`config.mk`:
```
export PLATFORM = sky130hd
export DESIGN_NAME = pmod_btn_conditioner
export DESIGN_NICKNAME = d
export VERILOG_FILES = /design/src/rtl/btn_pkg.sv /design/src/rtl/btn_debounce_ch.sv /design/src/rtl/pmod_btn_conditioner.sv
export SDC_FILE = /design/constraint.sdc
export NUM_CORES = 1
export LEC_CHECK = 0
export BUFFER_PORTS_ARGS = -buffer_cell sky130_fd_sc_hd__buf_2
export CAP_MARGIN = 20
export CORE_MARGIN = 5
export CORE_UTILIZATION = 40
export CTS_BUF_LIST = sky130_fd_sc_hd__clkbuf_8
export DETAILED_ROUTE_END_ITERATION = 6
export GPL_ROUTABILITY_DRIVEN = 1
export PLACE_DENSITY = 0.54
export SYNTH_ARGS = -nofsm -noshare
export SYNTH_HDL_FRONTEND = slang
export SYNTH_SLANG_ARGS = --single-unit
```
`constraint.sdc`:
```
create_clock -name clk -period 2.4 [get_ports clk]
set_input_delay 0.24 -clock clk [delete_from_list [all_inputs] [get_ports clk]]
set_output_delay 0.24 -clock clk [all_outputs]
set_load 0.02 [all_outputs]
```
`src/rtl/btn_pkg.sv`:
```
// rtl/btn_pkg.sv - shared constants and types for the PMOD button conditioner
package btn_pkg;

    // Default channel count on the pmodbutled board.
    localparam int BTN_NBTN = 4;

    // 1 ms of stable level at a 12 MHz system clock.
    localparam int BTN_DEB_CYCLES_12M = 12000;

    // Length of the per-channel metastability chain.
    localparam int BTN_SYNC_STAGES = 2;

    // One bit per button channel.
    typedef logic [BTN_NBTN-1:0] btn_vec_t;

endpackage : btn_pkg

```
`src/rtl/btn_debounce_ch.sv`:
```
// rtl/btn_debounce_ch.sv - one button channel: synchroniser, debounce counter, sticky edge flags
//
// Ports:
//   clk_i        system clock
//   rst_ni       asynchronous active-low reset
//   btn_raw_i    unsynchronised button level, 1 = pressed
//   evt_clr_i    write-1-to-clear strobe for both event flags
//   btn_state_o  debounced level
//   rise_evt_o   sticky: a press was accepted
//   fall_evt_o   sticky: a release was accepted
module btn_debounce_ch
    import btn_pkg::*;
#(
    parameter int DEB_CYCLES = BTN_DEB_CYCLES_12M
) (
    input  logic clk_i,
    input  logic rst_ni,
    input  logic btn_raw_i,
    input  logic evt_clr_i,
    output logic btn_state_o,
    output logic rise_evt_o,
    output logic fall_evt_o
);

    localparam int              CNT_W   = $clog2(DEB_CYCLES + 1);
    localparam logic [CNT_W-1:0] CNT_MAX = CNT_W'(DEB_CYCLES - 1);

    logic [BTN_SYNC_STAGES-1:0] sync_q;
    logic [CNT_W-1:0]           cnt_q, cnt_d;
    logic                       state_q, state_d;
    logic                       rise_q, rise_d;
    logic                       fall_q, fall_d;
    logic                       s;
    logic                       accept;

    assign s = sync_q[BTN_SYNC_STAGES-1];

    always_comb begin
        accept  = 1'b0;
        cnt_d   = cnt_q;
        state_d = state_q;
        if (s == state_q) begin
            // Level agrees with the published state: any partial count is a glitch.
            cnt_d = '0;
        end else if (cnt_q == CNT_MAX) begin
            accept  = 1'b1;
            state_d = s;
            cnt_d   = '0;
        end else begin
            cnt_d = cnt_q + CNT_W'(1);
        end
        // A new edge takes priority over a clear arriving in the same cycle.
        rise_d = (accept & s)  | (rise_q & ~evt_clr_i);
        fall_d = (accept & ~s) | (fall_q & ~evt_clr_i);
    end

    always_ff @(posedge clk_i or negedge rst_ni) begin
        if (!rst_ni) begin
            sync_q  <= '0;
            cnt_q   <= '0;
            state_q <= 1'b0;
            rise_q  <= 1'b0;
            fall_q  <= 1'b0;
        end else begin
            sync_q  <= {sync_q[BTN_SYNC_STAGES-2:0], btn_raw_i};
            cnt_q   <= cnt_d;
            state_q <= state_d;
            rise_q  <= rise_d;
            fall_q  <= fall_d;
        end
    end

    assign btn_state_o = state_q;
    assign rise_evt_o  = rise_q;
    assign fall_evt_o  = fall_q;

endmodule : btn_debounce_ch

```
`src/rtl/pmod_btn_conditioner.sv`:
```
// rtl/pmod_btn_conditioner.sv - debounced PMOD buttons with sticky rise/fall events for the SoC IPORT
//
// Optional feature macro: BTN_IRQ_EN (adds irq_mask input and registered irq output).
//
// Ports:
//   clk        system clock
//   reset      asynchronous active-low reset
//   btn_raw    unsynchronised button levels, 1 = pressed
//   evt_clr    write-1-to-clear strobes, one per channel
//   irq_mask   per-channel interrupt enable (BTN_IRQ_EN only)
//   btn_state  debounced levels
//   rise_evt   sticky press flags
//   fall_evt   sticky release flags
//   irq        level interrupt (BTN_IRQ_EN only)
module pmod_btn_conditioner
    import btn_pkg::*;
#(
    parameter int NBTN       = BTN_NBTN,
    parameter int DEB_CYCLES = BTN_DEB_CYCLES_12M
) (
    input  logic            clk,
    input  logic            reset,
    input  logic [NBTN-1:0] btn_raw,
    input  logic [NBTN-1:0] evt_clr,
`ifdef BTN_IRQ_EN
    input  logic [NBTN-1:0] irq_mask,
    output logic            irq,
`endif
    output logic [NBTN-1:0] btn_state,
    output logic [NBTN-1:0] rise_evt,
    output logic [NBTN-1:0] fall_evt
);

    for (genvar i = 0; i < NBTN; i++) begin : g_ch
        btn_debounce_ch #(
            .DEB_CYCLES (DEB_CYCLES)
        ) u_ch (
            .clk_i       (clk),
            .rst_ni      (reset),
            .btn_raw_i   (btn_raw[i]),
            .evt_clr_i   (evt_clr[i]),
            .btn_state_o (btn_state[i]),
            .rise_evt_o  (rise_evt[i]),
            .fall_evt_o  (fall_evt[i])
        );
    end

`ifdef BTN_IRQ_EN
    logic irq_q, irq_d;

    // Built from the registered flags, so irq lags a clear or mask change by one cycle.
    always_comb begin
        irq_d = |(irq_mask & (rise_evt | fall_evt));
    end

    always_ff @(posedge clk or negedge reset) begin
        if (!reset) begin
            irq_q <= 1'b0;
        end else begin
            irq_q <= irq_d;
        end
    end

    assign irq = irq_q;
`endif

endmodule : pmod_btn_conditioner

```
# == Yosys cells after proc, flatten, opt, wreduce, memory -nomap -nowiden ==
# Cells that the tools add are included.
# totals
reg_bits,76
latchBits,0
ram_bits,0
mem_bits_ro,0
in_bits,10
memories,0
# classes
add_sub_neg,4
mul,0
n_div,0
magnitude_cmp,0
n_eq_ne,8
n_shift,0
muxes,16
bitwise_logic,36
n_reduce_logical,4
# op_table
operator,count
$mux W14,8
$add A14 B1 Y14 const B,4
$eq A14 B14 Y1 const B,4
$and A1 B1 Y1,16
$not A1 Y1,12
$mux W1,8
$or A1 B1 Y1,8
$reduce_and A2 Y1,4
$eq A1 B1 Y1,4

# == Logic depth before layout (Yosys ltp) ==
# Gate-level depths: netlist of run 1.
# logic_depth
ltp_word,5
mapped_depth,6
depth_no_buf,5

# == Cells and area by module ==
# A second synthesis of run 1 with hierarchy kept.
# unflattened
cells_unflattened,332
area_unflattened_um2,3528.4
# modules_own_cells
mod,instances,cells_each,area_per_inst_um2
btn_debounce_ch,4,83,882.1

# == Worst setup path after synthesis of run 1 ==
# OpenSTA, ideal clock, no wires.
# synth_timing
path_type,register to register
startpoint,reg g_ch[3].u_ch.cnt_q[12]
endpoint,reg g_ch[3].u_ch.cnt_q[10]
arrival_ns,1.714
slack_ns,0.567
stages_incl_launch_ff,6
synth_period_minus_slack_ns,1.833
cell_sequence,dfrtp_1 > or4b_1 > or4_4 > nand2b_4 > buf_6 > nor2_1
# synth_via
elab_chain_cells,3
# synth_rtl
element,line,text
from (decl),btn_debounce_ch.sv:29,"logic [CNT_W-1:0] cnt_q, cnt_d;"
from (signal assigned),btn_debounce_ch.sv:66,cnt_q <= cnt_d;
$eq A14 B14 Y1,btn_debounce_ch.sv:45,end else if (cnt_q == CNT_MAX) begin
$mux W14,btn_debounce_ch.sv:45,
$mux W14,btn_debounce_ch.sv:42,if (s == state_q) begin
net g_ch[3].u_ch.cnt_d[10],btn_debounce_ch.sv:29,
# The timed path passes the listed nets, and every way through them passes these cells.
# A chain may end at the register's enable or synchronous reset.

# == Worst setup path in the final report of run 1 ==
# layout_timing
startpoint,reg g_ch[3].u_ch.cnt_q[5]
endpoint,reg g_ch[3].u_ch.cnt_q[12]
# layout_via
elab_chain_cells,3
# layout_rtl
element,line
$add A14 B1 Y14 / $eq A14 B14 Y1 (equally long branches),"btn_debounce_ch.sv:50, btn_debounce_ch.sv:45"
$mux W14 *,btn_debounce_ch.sv:45
$mux W14 *,btn_debounce_ch.sv:42
net g_ch[3].u_ch.cnt_d[12],btn_debounce_ch.sv:29
# The timed path passes the listed nets; every way through them passes the cells marked *.

==> results.yml, run 1 <==
outcome:
  status: "finished, final reports clean"
sta:
  layout_min_cycle_time_ns: 1.90
  rsz0062_at_grt: "no"
  setup_violations: 0
  skew_ns: 0.00954
  period_share: 0.793
  relSlewSlack: 0.688
  fin_tns_setup_ns: 0
  tightest_slew_ns: 0.462
  hold_viol_final: 0
  slew_violations: 0
  max_freq_ghz: 0.525
  hold_ws_ns: 0.0948
floorplan:
  start_util: 0.409
  die-area_sq_mm: 0.0109
  core_region_area_sq_mm: 0.00868
  io_pins: 22
  rows: 34
  die_h_um: 104
  die_width_um: 104
drt:
  num_vias: 2329
  drt_iter0_drc: 72
  vias_per_cell: 4.91
  drt.antenna.violating_nets: 0
  remaining_drc_errors: 0
  drtPass1Iterations: 4
  avgRoutedWirePerCell_um: 13.1
  drt-total-wl_mm: 6.22
global_route:
  grt_util_met1: 0.164
  use_met3: 0.0348
  grt_busiest_layer: "met2"
  grtUsageMet2: 0.197
  grt_antenna_before_repair: 0
  grt_max_degree: 77
  grt_pass1_wl_mm: 11.2
  overflow: 0
  first_global_vias: 2404
  grt_usage: 0.125
synth:
  yosys_register_bits: 76
  yosysWarnings: 0
  syn_avg_cell_area_sq_um: 10.4
  ys.flop_type: "dfrtp_1"
  syn_inst: 341
  syn_nets: 359
  ys_seq_area_frac: 0.536
  synth_edf_count: 0
  synth_area_sq_mm: 0.00355
  synth.distinct_cells: 28
  async_reset_ff_frac: 1.00
setup_path:
  cp_max_fo: 13
  endpoint_kind: "flop"
  max_stage_delay_ns: 0.60
  required_ns: 2.62
  cp_cell_sequence: "or4b_1 > or4_4 > nand2b_4 > nor2_1"
  crit_arrival_ns: 2.12
  start_kind: "flop"
  worst-path-buf-inv: 0
  crit_slowest_cell: "or4_4"
  critical_path.top_delay_family: "simple AND/OR/NAND/NOR gates"
  criticalPathCategory: "flop to flop"
pwr:
  leakagePower_nw: 1.80
  finalPower_mw: 2.29
  power_density_mw_per_mm2: 586
  ir_drop_v: 0.000323
cts:
  cts_tree: "done"
  clk_pin_slew_ns: 0.08
  cts_buffer_depth: 2
  clkSinkCount: 76
  postCtsSetupRepairBufs: 0
  cts_resized: 0
  h-tree-depth: 3
  clk_latency_ns: 0.34
  cts_buffers: 9
  cts.root.buffer_cell: "clkbuf_8"
final_layout:
  area_delta_synth_final_pct: 10.2
  post-route-util: 0.451
  layout-drive-gt1-share: 0.109
  layout.nets: 379
  insertedDiodeCount: 0
  fill_cells: 853
  final_cells: 474
hold_path:
  hold_path_class: "primary input to flop"
place:
  dp.cells: 453
  portBuffers: 21
  place_congestion: 0.777
  dp_hpwl_mm: 4.09
run:
  maxCapViolCount: 0
[worst paths after layout]
kind / cells past startpoint / slack (ns) / end / start
hold / removal: 2 / 0.09 / g_ch[3].u_ch.fall_evt_o$_DFF_PN0_ / evt_clr[3]
hold reg to reg: 0 / 0.35 / g_ch[3].u_ch.sync_q[1]$_DFF_PN0_ / g_ch[3].u_ch.sync_q[0]$_DFF_PN0_
setup / recovery: 4 / 0.50 / g_ch[3].u_ch.cnt_q[12]$_DFF_PN0_ / g_ch[3].u_ch.cnt_q[5]$_DFF_PN0_
setup reg to reg: 4 / 0.50 / g_ch[3].u_ch.cnt_q[12]$_DFF_PN0_ / g_ch[3].u_ch.cnt_q[5]$_DFF_PN0_
min in group asynchronous: 3 / 0.46 / g_ch[1].u_ch.cnt_q[4]$_DFF_PN0_ / reset
max in group asynchronous: 3 / 1.61 / g_ch[0].u_ch.cnt_q[4]$_DFF_PN0_ / reset
[stage by stage]
stage | cell area, sq um | setup WS, ns
after floorplan | 3550 | 0.567
after global placement | 3690 | 0.558
after detailed placement | 3690 | 0.537
after CTS | 3910 | 0.486
after global routing | 3910 | 0.399
final | 3910 | 0.496
[registers in the layout (all words and copies together), names as in the netlist]
register and cells:
g_ch.u_ch.btn_state_o 4, g_ch.u_ch.cnt_q 56, g_ch.u_ch.sync_q 8, g_ch.u_ch.fall_evt_o 4
g_ch.u_ch.rise_evt_o 4
[logic make-up after synthesis]
logic type               count (synthesis)  synth area share
multiplexers                             1           0.00282
XOR/XNOR                                53             0.131
AO/OA/AOI/OAI                           12            0.0264
AND/OR/NAND/NOR                        153             0.221
buffers and inverters                   38            0.0550
adder cells (fa/ha/maj)                  8            0.0282
flip-flops                              76             0.536
[placed cells by master, fill, tap and decap left out, types with 3 or more instances in the layout]
| cell type | Yosys | final |
|---|---|---|
| nand4_1 | 14 | 14 |
| ha_1 | 8 | 8 |
| nor4b_1 | 3 | 3 |
| nand2_1 | 12 | 12 |
| nor2_1 | 53 | 53 |
| o21ai_0 | 3 | 3 |
| nand3_1 | 31 | 31 |
| nor4_1 | 4 | 4 |
| and4_1 | 4 | 4 |
| nor3_1 | 6 | 6 |
| and3_1 | 17 | 17 |
| xnor2_1 | 19 | 19 |
| and2_1 | 3 | 3 |
| clkbuf_8 | 0 | 10 |
| buf_2 | 0 | 20 |
| dlygate4sd3_1 | 0 | 5 |
| inv_1 | 20 | 22 |
| xor2_1 | 34 | 34 |
| o32ai_1 | 8 | 8 |
| dfrtp_1 | 76 | 76 |
[cell type report]
| class | count | area, sq um | share of cell area |
|---|---|---|---|
| flip-flops and latches | 76 | 1900 | 0.486 |
| clock inverters | 6 | 32.5 | 0.00831 |
| clock buffers | 10 | 138 | 0.0352 |
| well taps | 108 | 135 | 0.0345 |
| inverters | 20 | 75.1 | 0.0192 |
| multi-input cells | 227 | 1450 | 0.371 |
| repair buffers | 27 | 178 | 0.0454 |
[routing by layer]
metal  share of wire  vias to the layer above
met5               0                        -
li1                -                     1181
met4          0.0092                        0
met3           0.030                        6
met1            0.50                     1110
met2            0.46                       32
[Yosys cell counts (3+ instances only)]
library cell / instances / area [sq um]
nor4_1: 4 / 25.0
nand3_1: 31 / 155
xnor2_1: 19 / 166
nor4b_1: 3 / 26.3
o21ai_0: 3 / 15.0
clkbuf_1: 5 / 18.8
inv_1: 20 / 75.1
xor2_1: 34 / 298
and2_1: 3 / 18.8
and4_1: 4 / 35.0
dfrtp_1: 76 / 1900
buf_4: 12 / 90.1
ha_1: 8 / 100
nand2_1: 12 / 45.0
nor3_1: 6 / 30.0
nor2_1: 53 / 199
o32ai_1: 8 / 70.1
nand4_1: 14 / 87.6
and3_1: 17 / 106
[where the power goes]
part           internal (mW)  switching, mW  total (mW)
clock                  0.393          0.468       0.861
sequential              1.30         0.0296        1.33
combinational         0.0381         0.0616      0.0997
total                   1.73          0.559        2.29
[timing repair]
| item | in CTS | in global routing |
|---|---|---|
| hold buffers | 5 | 0 |
| endpoints found under the setup margin | 0 | 0 |
| hold endpoints to repair | 80 | 0 |
Note: power is estimated with default switching activity, not from simulation.
==> run 2, diff against run 1 <==
==> constraint.sdc (replaced) <==
create_clock -name clk -period 1.9 [get_ports clk]
set_input_delay 0.19 -clock clk [delete_from_list [all_inputs] [get_ports clk]]
set_output_delay 0.19 -clock clk [all_outputs]
set_load 0.02 [all_outputs]
==> run 2 against run 1 <==
  * Count of clock-buffer cells in the layout shrank 1
  * Core utilization grew 1.8 points
  * First-iteration DRC count shrank 13%
  * Sequential power grew 26%
  * Non-clock buffer count grew 7
==> results.yml, run 2 (synthesized netlist as in run 1, its figures left out) <==
sta:
  fin_tns_setup_ns: 0
  rsz0062_at_grt: "no"
  max_freq_ghz: 0.553
  slew_violations: 0
  hold_viol_final: 0
  relSlewSlack: 0.693
  skew_ns: 0.00859
  layout_min_cycle_time_ns: 1.81
  tightest_slew_ns: 0.454
  period_share: 0.952
  setup_violations: 0
place:
  portBuffers: 21
  dp_hpwl_mm: 4.22
  dp.cells: 460
  dpl-instance-area_sq_mm: 0.00375
  place_congestion: 0.761
final_layout:
  insertedDiodeCount: 0
  layout-drive-gt1-share: 0.131
  final_common_cell: "dfrtp_1"
  largest_reg_flops: 56
  fill_cells: 832
  top_register: "g_ch.u_ch.cnt_q"
  final_cell_mix: "76 x dfrtp_1, 53 x nor2_1, 34 x xor2_1"
  design_area_sq_mm: 0.00407
  final_cells: 482
  area_delta_synth_final_pct: 14.7
  top_regs: "g_ch.u_ch.cnt_q (56), g_ch.u_ch.sync_q (8)"
  layout.nets: 387
hold_path:
  hold_path_class: "primary input to flop"
  whs_endpoint: "g_ch[3].u_ch.fall_evt_o$_DFF_PN0_"
  min_delay_path_depth: 2
  min_from: "evt_clr[3]"
cts:
  cts_tree: "done"
  clkSinkCount: 76
  clk_latency_ns: 0.35
  h-tree-depth: 3
  clk_pin_slew_ns: 0.08
  cts.root.buffer_cell: "clkbuf_8"
  cts_buffers: 9
  cts_buffer_depth: 2
global_route:
  grt_max_degree: 77
  grt_antenna_before_repair: 0
  first_global_vias: 2412
  grt_pass1_wl_mm: 11.2
  grt_usage: 0.125
  overflow: 0
run:
  maxCapViolCount: 0
pwr:
  power_density_mw_per_mm2: 839
  leakagePower_nw: 1.89
  finalPower_mw: 3.42
  ir_drop_v: 0.000369
drt:
  avgRoutedWirePerCell_um: 13.1
  num_vias: 2402
  drt_iter0_drc: 63
  drt-total-wl_mm: 6.31
  vias_per_cell: 4.98
  drtPass1Iterations: 4
  remaining_drc_errors: 0
  drt.antenna.violating_nets: 0
setup_path:
  required_ns: 2.15
  cp_max_fo: 6
  worst-r2r-setup-slack_ns: 0.09
  crit_arrival_ns: 2.06
  r2r-end: "g_ch[3].u_ch.fall_evt_o$_DFF_PN0_"
  endpoint_kind: "flop"
  criticalPathCategory: "flop to flop"
  start_kind: "flop"
  worstReg2RegStart: "g_ch[3].u_ch.cnt_q[12]$_DFF_PN0_"
  r2r_cells: 3
outcome:
  status: "finished, final reports clean"
floorplan:
  die_width_um: 104
  rows: 34
  io_pins: 22
  core_region_area_sq_mm: 0.00868
  start_util: 0.409
  die-area_sq_mm: 0.0109
  die_h_um: 104
-- run 2: changes by cell type in the layout (fill, tap and decap cells not counted), sizes merged --
cell / before / now
buf: 22 / 29
bufinv: 0 / 4
clkbuf: 10 / 9
clkinv: 2 / 1
clkinvlp: 2 / 1
inv: 22 / 21
nand2b: 2 / 3
-- run 2: area by class of cell --
class / instances / area [sq um] / area share
clock buffers: 9 / 124 / 0.0304
flip-flops and latches: 76 / 1900 / 0.467
clock inverters: 7 / 140 / 0.0344
well taps: 108 / 135 / 0.0332
inverters: 20 / 75.1 / 0.0184
repair buffers: 34 / 230 / 0.0565
multi-input cells: 228 / 1470 / 0.360
-- run 2: through the flow --
step | setup WS (ns) | util | hold slack [ns]
global route | 0.0352 | 0.469 | 0.0200
finish | 0.0908 | 0.469 | 0.0364
detailed placement | 0.0193 | 0.432 | 0.249
floorplan | 0.0674 | - | -0.106
CTS | 0.0131 | 0.468 | 0.0174
global placement | 0.0516 | 0.432 | 0.246
-- run 2: repair_timing --
action                                 in CTS  in global routing
hold buffers                                5                  0
resized for setup                           0                  1
setup endpoints to repair                   0                 13
endpoints found under the hold margin      80                  0
setup buffers                               0                  0
-- run 2: worst max-delay path by stage --
| stage | start | endpoint | slack [ns] |
|---|---|---|---|
| 3_3_place_gp | g_ch[3].u_ch.cnt_q[12]$_DFF_PN0_ | g_ch[3].u_ch.cnt_q[2]$_DFF_PN0_ | 0.05 |
| 6_report | g_ch[3].u_ch.cnt_q[12]$_DFF_PN0_ | g_ch[3].u_ch.fall_evt_o$_DFF_PN0_ | 0.09 |
| 2_1_floorplan | g_ch[3].u_ch.cnt_q[12]$_DFF_PN0_ | g_ch[3].u_ch.cnt_q[10]$_DFF_PN0_ | 0.07 |
| 3_5_place_dp | g_ch[3].u_ch.cnt_q[12]$_DFF_PN0_ | g_ch[3].u_ch.cnt_q[13]$_DFF_PN0_ | 0.02 |
| 5_1_grt | g_ch[3].u_ch.cnt_q[12]$_DFF_PN0_ | g_ch[3].u_ch.cnt_q[8]$_DFF_PN0_ | 0.04 |
| 4_1_cts | g_ch[3].u_ch.cnt_q[12]$_DFF_PN0_ | g_ch[3].u_ch.cnt_q[11]$_DFF_PN0_ | 0.01 |
-- run 2: worst max-delay path, cell delays in order (launching register included) --
cell and delay, ns:
dfrtp_1 0.40, or4b_1 0.52, or4_4 0.56, o32ai_1 0.23
-- run 2: power by group --
| part | total [mW] | leakage, nW | internal [mW] | switching (mW) |
|---|---|---|---|---|
| combinational | 0.139 | 0.726 | 0.0566 | 0.0821 |
| sequential | 1.68 | 1.03 | 1.65 | 0.0355 |
| clock | 1.60 | 0.131 | 1.00 | 0.596 |
-- run 2: per-layer routing --
metal	track usage	routed length [um]	vias to the layer above	part of all wire
li1	-	-	1203	-
met1	0.169	3130	1168	0.50
met2	0.191	2920	25	0.46
met3	0.0354	195	6	0.031
met4	0.0453	70	0	0.011
met5	0	0	-	0
==> run 3, diff against run 2 <==
--- a/config.mk
+++ b/config.mk
@@ -12,6 +12,7 @@
 export CTS_BUF_LIST = sky130_fd_sc_hd__clkbuf_8
 export DETAILED_ROUTE_END_ITERATION = 6
 export GPL_ROUTABILITY_DRIVEN = 1
+export MAX_ROUTING_LAYER = met4
 export PLACE_DENSITY = 0.54
 export SYNTH_ARGS = -nofsm -noshare
 export SYNTH_HDL_FRONTEND = slang
==> run 3 against run 2 <==
  * Combinational power hardly changed
  * Core utilization stayed put
  * Cell count stayed put
  * Hold slack better by 0.0027 ns
  * Register-to-register slack hardly changed
  * Largest power group unchanged
  * Highest routed layer unchanged
==> results.yml, run 3 (synthesized netlist as in run 1, its figures left out) <==
outcome:
  status: "finished, final reports clean"
final_layout:
  top_regs: "g_ch.u_ch.cnt_q (56), g_ch.u_ch.sync_q (8)"
  fill_cells: 832
  layout-drive-gt1-share: 0.131
  final_cell_mix: "76 x dfrtp_1, 53 x nor2_1, 34 x xor2_1"
  area_delta_synth_final_pct: 14.7
  final_common_cell: "dfrtp_1"
  layout.nets: 387
  top_register: "g_ch.u_ch.cnt_q"
  insertedDiodeCount: 0
  largest_reg_flops: 56
sta:
  relSlewSlack: 0.693
  period_share: 0.952
  layout_min_cycle_time_ns: 1.81
  hold_viol_final: 0
  rsz0062_at_grt: "no"
  skew_ns: 0.00858
  tightest_slew_ns: 0.454
  max_freq_ghz: 0.553
  setup_violations: 0
  slew_violations: 0
  layout_setup_ws_ns: 0.0915
  fin_tns_setup_ns: 0
run:
  maxCapViolCount: 0
cts:
  clk_latency_ns: 0.34
  h-tree-depth: 3
  clk_pin_slew_ns: 0.08
  cts.root.buffer_cell: "clkbuf_8"
  clkSinkCount: 76
  cts_buffer_depth: 2
  cts_buffers: 9
  cts_tree: "done"
drt:
  drtPass1Iterations: 4
  vias_per_cell: 4.98
  drt.antenna.violating_nets: 0
  avgRoutedWirePerCell_um: 13.1
  drt-total-wl_mm: 6.30
  remaining_drc_errors: 0
  drt_iter0_drc: 62
  num_vias: 2398
global_route:
  grt_usage: 0.128
  overflow: 0
  grt_max_degree: 77
  grt_antenna_before_repair: 0
  first_global_vias: 2418
  grt_pass1_wl_mm: 11.2
floorplan:
  rows: 34
  io_pins: 22
  die-area_sq_mm: 0.0109
  start_util: 0.409
  die_width_um: 104
  die_h_um: 104
  core_region_area_sq_mm: 0.00868
setup_path:
  crit_slowest_cell: "or4_4"
  max_stage_delay_ns: 0.56
  endpoint_kind: "flop"
  criticalPathCategory: "flop to flop"
  required_ns: 2.15
  start_kind: "flop"
  crit_arrival_ns: 2.06
  cp_cell_sequence: "or4b_1 > or4_4 > o32ai_1"
  cp_max_fo: 6
pwr:
  leakagePower_nw: 1.89
  power_density_mw_per_mm2: 839
  ir_drop_v: 0.000369
hold_path:
  hold_path_class: "primary input to flop"
place:
  portBuffers: 21
  dp_slack_ns: 0.0193
  place_congestion: 0.771
  dp_hpwl_mm: 4.22
[run 3: cell counts in the layout (fill, tap and decap cells not counted)]
No cell type changed its count.
[run 3: layout make-up]
cell class	count	area, sq um	area share
repair buffers	34	230	0.0565
well taps	108	135	0.0332
clock buffers	9	124	0.0304
inverters	20	75.1	0.0184
flip-flops and latches	76	1900	0.467
multi-input cells	228	1470	0.360
clock inverters	7	140	0.0344
[run 3: routing by layer]
metal / global-route usage / part of all wire / vias to the layer above
met1: 0.169 / 0.50 / 1163
met5: - / 0 / -
met3: 0.0317 / 0.030 / 6
met4: 0.0453 / 0.011 / 0
met2: 0.191 / 0.46 / 25
li1: - / - / 1204
[run 3: path summary, 6_finish.rpt]
check	start	to	slack, ns	cells past startpoint
hold / removal	evt_clr[3]	g_ch[3].u_ch.fall_evt_o$_DFF_PN0_	0.04	2
min in group asynchronous	reset	g_ch[1].u_ch.fall_evt_o$_DFF_PN0_	0.38	3
setup reg to reg	g_ch[3].u_ch.cnt_q[12]$_DFF_PN0_	g_ch[3].u_ch.fall_evt_o$_DFF_PN0_	0.09	3
hold reg to reg	g_ch[2].u_ch.sync_q[0]$_DFF_PN0_	g_ch[2].u_ch.sync_q[1]$_DFF_PN0_	0.35	0
setup / recovery	g_ch[3].u_ch.cnt_q[12]$_DFF_PN0_	g_ch[3].u_ch.fall_evt_o$_DFF_PN0_	0.09	3
max in group asynchronous	reset	g_ch[2].u_ch.btn_state_o$_DFFE_PN0P_	1.16	3
[run 3: what timing repair did]
action,4_1_cts,5_1_grt
hold buffers,5,0
endpoints found under the hold margin,80,0
resized for setup,0,1
setup endpoints to repair,0,13
setup buffers,0,0
[run 3: power breakdown]
| part | switching, mW | total, mW | internal [mW] |
|---|---|---|---|
| Combinational | 0.0822 | 0.139 | 0.0566 |
| Clock | 0.594 | 1.60 | 1.00 |
| Sequential | 0.0355 | 1.68 | 1.65 |
| Total | 0.712 | 3.42 | 2.70 |
[run 3: worst max-delay path: cells and delay by family, from the launching register on]
kind,cells,cell delay (ns)
compound gates,1,0.23
flops,1,0.40
simple gates,2,1.08
[run 3: metrics by stage]
stage	cell area, sq um	util	cells	total power [mW]	hold slack [ns]
finish	4070	0.469	482	3.42	0.0391
global route	4070	0.469	482	3.58	0.0250
CTS	4060	0.468	481	3.47	0.0174
detailed placement	3750	0.432	460	1.85	0.249
global placement	3750	0.432	460	1.84	0.246
floorplan	3550	-	341	1.77	-0.106
